File: src/rtl/cmd_word_assembler.sv
// cmd_word_assembler: packs received byte pairs into 16-bit motor command words with inter-byte timeout
module cmd_word_assembler #(
  parameter int TIMEOUT_CYCLES = 4000,
  parameter int CNT_W          = 16
) (
  input  logic        clk,
  input  logic        rst,
  input  logic [7:0]  rx_data,
  input  logic        rx_valid,
  output logic        rx_ready,
  output logic [15:0] cmd_data,
  output logic        cmd_valid,
  input  logic        cmd_rdy,
  output logic        timeout_err,
  output logic [7:0]  err_count
);
  typedef enum logic {IDLE, HAVE_HI} state_t;
  localparam logic [CNT_W-1:0] LAST = CNT_W'(TIMEOUT_CYCLES > 0 ? TIMEOUT_CYCLES - 1 : 0);
  localparam logic TO_EN = TIMEOUT_CYCLES > 0;
  state_t r_state, w_state_nxt;
  logic [CNT_W-1:0] r_timer, w_timer_nxt;
  logic [7:0] r_hi, r_err_count;
  logic [15:0] r_cmd_data;
  logic r_cmd_valid, r_timeout_err;
  logic w_rx_ready, w_byte_acc, w_load, w_expire;
  assign rx_ready    = w_rx_ready;
  assign cmd_data    = r_cmd_data;
  assign cmd_valid   = r_cmd_valid;
  assign timeout_err = r_timeout_err;
  assign err_count   = r_err_count;
  // next state: the low byte is back-pressured only while the output word cannot drain;
  // the timer runs only while the sender could have delivered a byte
  always_comb begin
    w_rx_ready  = (r_state == IDLE) | ~r_cmd_valid | cmd_rdy;
    w_byte_acc  = rx_valid & w_rx_ready;
    w_load      = (r_state == HAVE_HI) & w_byte_acc;
    w_expire    = TO_EN & (r_state == HAVE_HI) & w_rx_ready & ~w_byte_acc & (r_timer == LAST);
    w_state_nxt = (r_state == IDLE) ? (w_byte_acc ? HAVE_HI : IDLE) : ((w_load | w_expire) ? IDLE : HAVE_HI);
    w_timer_nxt = ((r_state == IDLE) | w_expire) ? '0 : (TO_EN & w_rx_ready & ~w_byte_acc) ? r_timer + 1'b1 : r_timer;
  end
  // state register
  always_ff @(posedge clk) begin
    if (rst) r_state <= IDLE;
    else r_state <= w_state_nxt;
  end
  // datapath: high byte capture, output word register, timer and fault reporting
  always_ff @(posedge clk) begin
    if (rst) begin
      r_hi          <= '0;
      r_timer       <= '0;
      r_cmd_data    <= '0;
      r_cmd_valid   <= 1'b0;
      r_timeout_err <= 1'b0;
      r_err_count   <= '0;
    end else begin
      if (r_state == IDLE && w_byte_acc) r_hi <= rx_data;
      r_timer <= w_timer_nxt;
      if (w_load) r_cmd_data <= {r_hi, rx_data};
      r_cmd_valid   <= w_load | (r_cmd_valid & ~cmd_rdy);
      r_timeout_err <= w_expire;
      if (w_expire && r_err_count != 8'hFF) r_err_count <= r_err_count + 8'd1;
    end
  end
endmodule

File: config.mk
export PLATFORM = sky130hd
export DESIGN_NAME = cmd_word_assembler
export DESIGN_NICKNAME = d
export VERILOG_FILES = /design/src/rtl/cmd_word_assembler.sv
export SDC_FILE = /design/constraint.sdc
export NUM_CORES = 1
export LEC_CHECK = 0
export ABC_AREA = 1
export BUFFER_PORTS_ARGS = -buffer_cell sky130_fd_sc_hd__buf_2
export CORE_MARGIN = 5
export CORE_UTILIZATION = 35
export DETAILED_ROUTE_END_ITERATION = 12
export PLACE_DENSITY = 0.57
export SYNTH_ARGS = -nofsm -noshare
export SYNTH_HDL_FRONTEND = slang
export SYNTH_SLANG_ARGS = --single-unit
File: constraint.sdc
create_clock -name clk -period 2 [get_ports clk]
set_clock_uncertainty 0.1 [all_clocks]
set_input_delay 0.3 -clock clk [delete_from_list [all_inputs] [get_ports clk]]
set_output_delay 0.3 -clock clk [all_outputs]
set_load 0.02 [all_outputs]
==> flow_metrics.env <==
export IMPL_yosysTopAreaCell="dfxtp_1"
export IMPL_antenna_cells=0
export IMPL_rsz0062_at_grt="no"
export IMPL_layout_commonest_cell="nand2_1"
export IMPL_via_count=2211
export IMPL_crit_path_top_delay_cell="dfxtp_1"
export IMPL_cts_root_buf="clkbuf_8"
export IMPL_whs_ps=129
export IMPL_power_switching_mw=0.483
export IMPL_first_pass_iters=4
export IMPL_path_clk_slew_ps=100
export IMPL_grtUsageTotal_pct=13.2
export IMPL_core_um2=6870
export IMPL_p_int_mw=1.34
export IMPL_hold_class="input pin to flop"
export IMPL_die_width_um=94.3
export IMPL_p_sw_share_pct=26.4
export IMPL_drtAntennaViolNets=0
export IMPL_crit_path_start_kind="flop"
export IMPL_cts_setup_buffers=0
export IMPL_routedWlPerCell_um=11.7
export IMPL_yosys_warnings=0
export IMPL_max_slew_margin_pct=77.2
export IMPL_tightest_slew_ps=342
export IMPL_synth_area_leaders="dfxtp_1 41%, nand2_1 15%, nor2_1 9.2%"
export IMPL_setup_viol=0
export IMPL_die_area_um2=8890
export IMPL_max_freq_mhz=603
export IMPL_postLayoutCellArea_um2=2860
export IMPL_totalPowerFinal_mw=1.83
export IMPL_place_inst=479
export IMPL_seqPwrFrac_pct=58.0
export IMPL_grt_overflow=0
export IMPL_path_buf_inv=0
export IMPL_synthToLayoutAreaGrowth_pct=14.8
export IMPL_ys_types=31
export IMPL_layout_common_cells="100 x nand2_1, 61 x nor2_1, 51 x dfxtp_1"
export IMPL_vias_per_cell=4.54
export IMPL_post_route_drc_count=0
export IMPL_syn_nets=362
export IMPL_start_util_pct=36.2
export IMPL_cts_max_level=2
export IMPL_max_stage_delay_ps=380
export IMPL_criticalPathCategory="flop to flop"
export IMPL_path_delay_family="simple AND/OR/NAND/NOR gates"
export IMPL_netlist_area_um2=2490
export IMPL_powerDensity_nw_per_um2=639
export IMPL_path_max_fanout=16
export IMPL_cts_tree="built"
export IMPL_ys_ff_latch=51
export IMPL_row_count=30
export IMPL_cts_repair_resized=0
export IMPL_cts_buffer_depth=2
export IMPL_pwr_share_comb_pct=8.3
export IMPL_numCtsBuffers=5
export IMPL_antenna_found_initial=0
export IMPL_drive_above_1_share_pct=19.7
export IMPL_grt_pass1_wl_mm=9.45
export IMPL_dp_hpwl_mm=4.23
export IMPL_first_global_vias=2002
export IMPL_leakage_nw=1.20
export IMPL_place_congestion=0.817
export IMPL_timing_final_crit_share_pct=82.9
export IMPL_grt_max_degree=19
export IMPL_io_pins=39
export IMPL_cp_cell_sequence="ha_1, nand2_1, nor2_1, nand2_1, nor2_4, nand2_4, nand3_4, nor2_1"
export IMPL_hold_viol=0
export IMPL_syn_area_per_cell_um2=7.15
export IMPL_die_h_um=94.3
export IMPL_clk_latency_ps=310
export IMPL_drtIter0Drc=66
export IMPL_cts_hold_buf=0
export IMPL_cts_sinks=51
export IMPL_drt_wl_total_mm=5.68
export IMPL_worst_setup_path_end_kind="flop"
export IMPL_crit_arrival_ps=1760
export IMPL_place_area_um2=2760
export IMPL_fin_cells=487
export IMPL_synth_top_area_share_pct=41.0
export IMPL_cap_viol_max_count=0
export IMPL_min_period_ps=1660
export IMPL_synth_seq_area_share_pct=41.0
export IMPL_outcome="finished, final reports clean"
export IMPL_syn_inst=348
export IMPL_drv_slew=0
export IMPL_vdd_drop_max_v=0.000320
export IMPL_numPortBuffers=38
export IMPL_setup_tns_ps=0
export IMPL_required_ps=2100
export IMPL_clkPwrFrac_pct=33.6
export IMPL_layout_nets=404
[sequential cells by signal, indices dropped and copies added (netlist names)]
register	count
cmd_data	16
r_timer	16
err_count	8
r_hi	8
cmd_valid	1
r_state	1
timeout_err	1
[layout make-up]
type | count | area [um2]
Timing Repair Buffer | 42 | 220
Inverter | 36 | 140
Tap cell | 96 | 120
Fill cell | 729 | 4010
Clock inverter | 3 | 25.0
Sequential cell | 51 | 1020
Clock buffer | 5 | 68.8
Multi-Input combinational cell | 254 | 1260
[cells by family (layout without fill, tap and decap cells)]
family          after synthesis  count (layout)  share of synthesized area (%)
xor+xnor                      7               7                           2.46
compound gates               40              40                           8.95
flops                        51              51                           41.0
buf+inv                      43              86                           8.25
fa+ha+maj                     2               2                           1.01
simple gates                205             205                           38.3
[power by group through the flow]
stage / combinational (mW) / clock, mW / sequential (mW)
global route: 0.170 / 0.683 / 1.06
CTS: 0.154 / 0.642 / 1.06
global placement: 0.153 / 0 / 1.08
detailed placement: 0.154 / 0 / 1.08
floorplan: 0.0979 / 0 / 1.09
finish: 0.152 / 0.614 / 1.06
[worst register-to-register path, delay by kind of cell (launching register included)]
family	cells	cell delay (ps)
simple gates	7	870
fa+ha+maj	1	210
flops	1	380
[Yosys cell counts]
library cell / count
a21oi_1: 20
nand3b_1: 3
buf_2: 1
a21oi_2: 6
inv_2: 2
buf_6: 3
nand3_4: 2
nand3_2: 1
nor3_1: 2
xor2_1: 5
nor3b_1: 1
buf_8: 1
o21ai_0: 13
nand3_1: 12
buf_4: 1
nor2_1: 61
ha_1: 2
o21ai_1: 1
xnor2_1: 2
nand4_1: 8
or2_2: 1
nand2_2: 2
dfxtp_1: 51
nand2_8: 1
buf_1: 1
inv_1: 33
nor2_4: 6
inv_6: 1
nor2_2: 2
nand2_4: 3
nand2_1: 100
[per-stage QoR]
stage                     utilization [%]  setup WS [ps]
final                                41.6            342
after global routing                 41.6            172
after CTS                            41.6            319
after detailed placement             40.2            354
after global placement               40.2            410
after floorplan                         -            424
[path summary, 6_finish.rpt]
kind | start | endpoint | slack [ps] | depth (start not counted)
worst max-delay path | r_timer[0]$_SDFFE_PP0P_ | r_timer[12]$_SDFFE_PP0P_ | 340 | 8
worst min-delay path | rx_data[7] | r_hi[7]$_SDFFE_PP0P_ | 130 | 3
worst max register to register | r_timer[0]$_SDFFE_PP0P_ | r_timer[12]$_SDFFE_PP0P_ | 340 | 8
worst min register to register | cmd_data[6]$_SDFFE_PP0P_ | cmd_data[6]$_SDFFE_PP0P_ | 370 | 2
[per-layer routing]
metal,part of all wire [%],track usage [%]
met2,44,19.8
met1,51,18.8
met3,4.8,3.61
met5,0,0
met4,0.44,2.89
(Power assumes the default switching activity.)
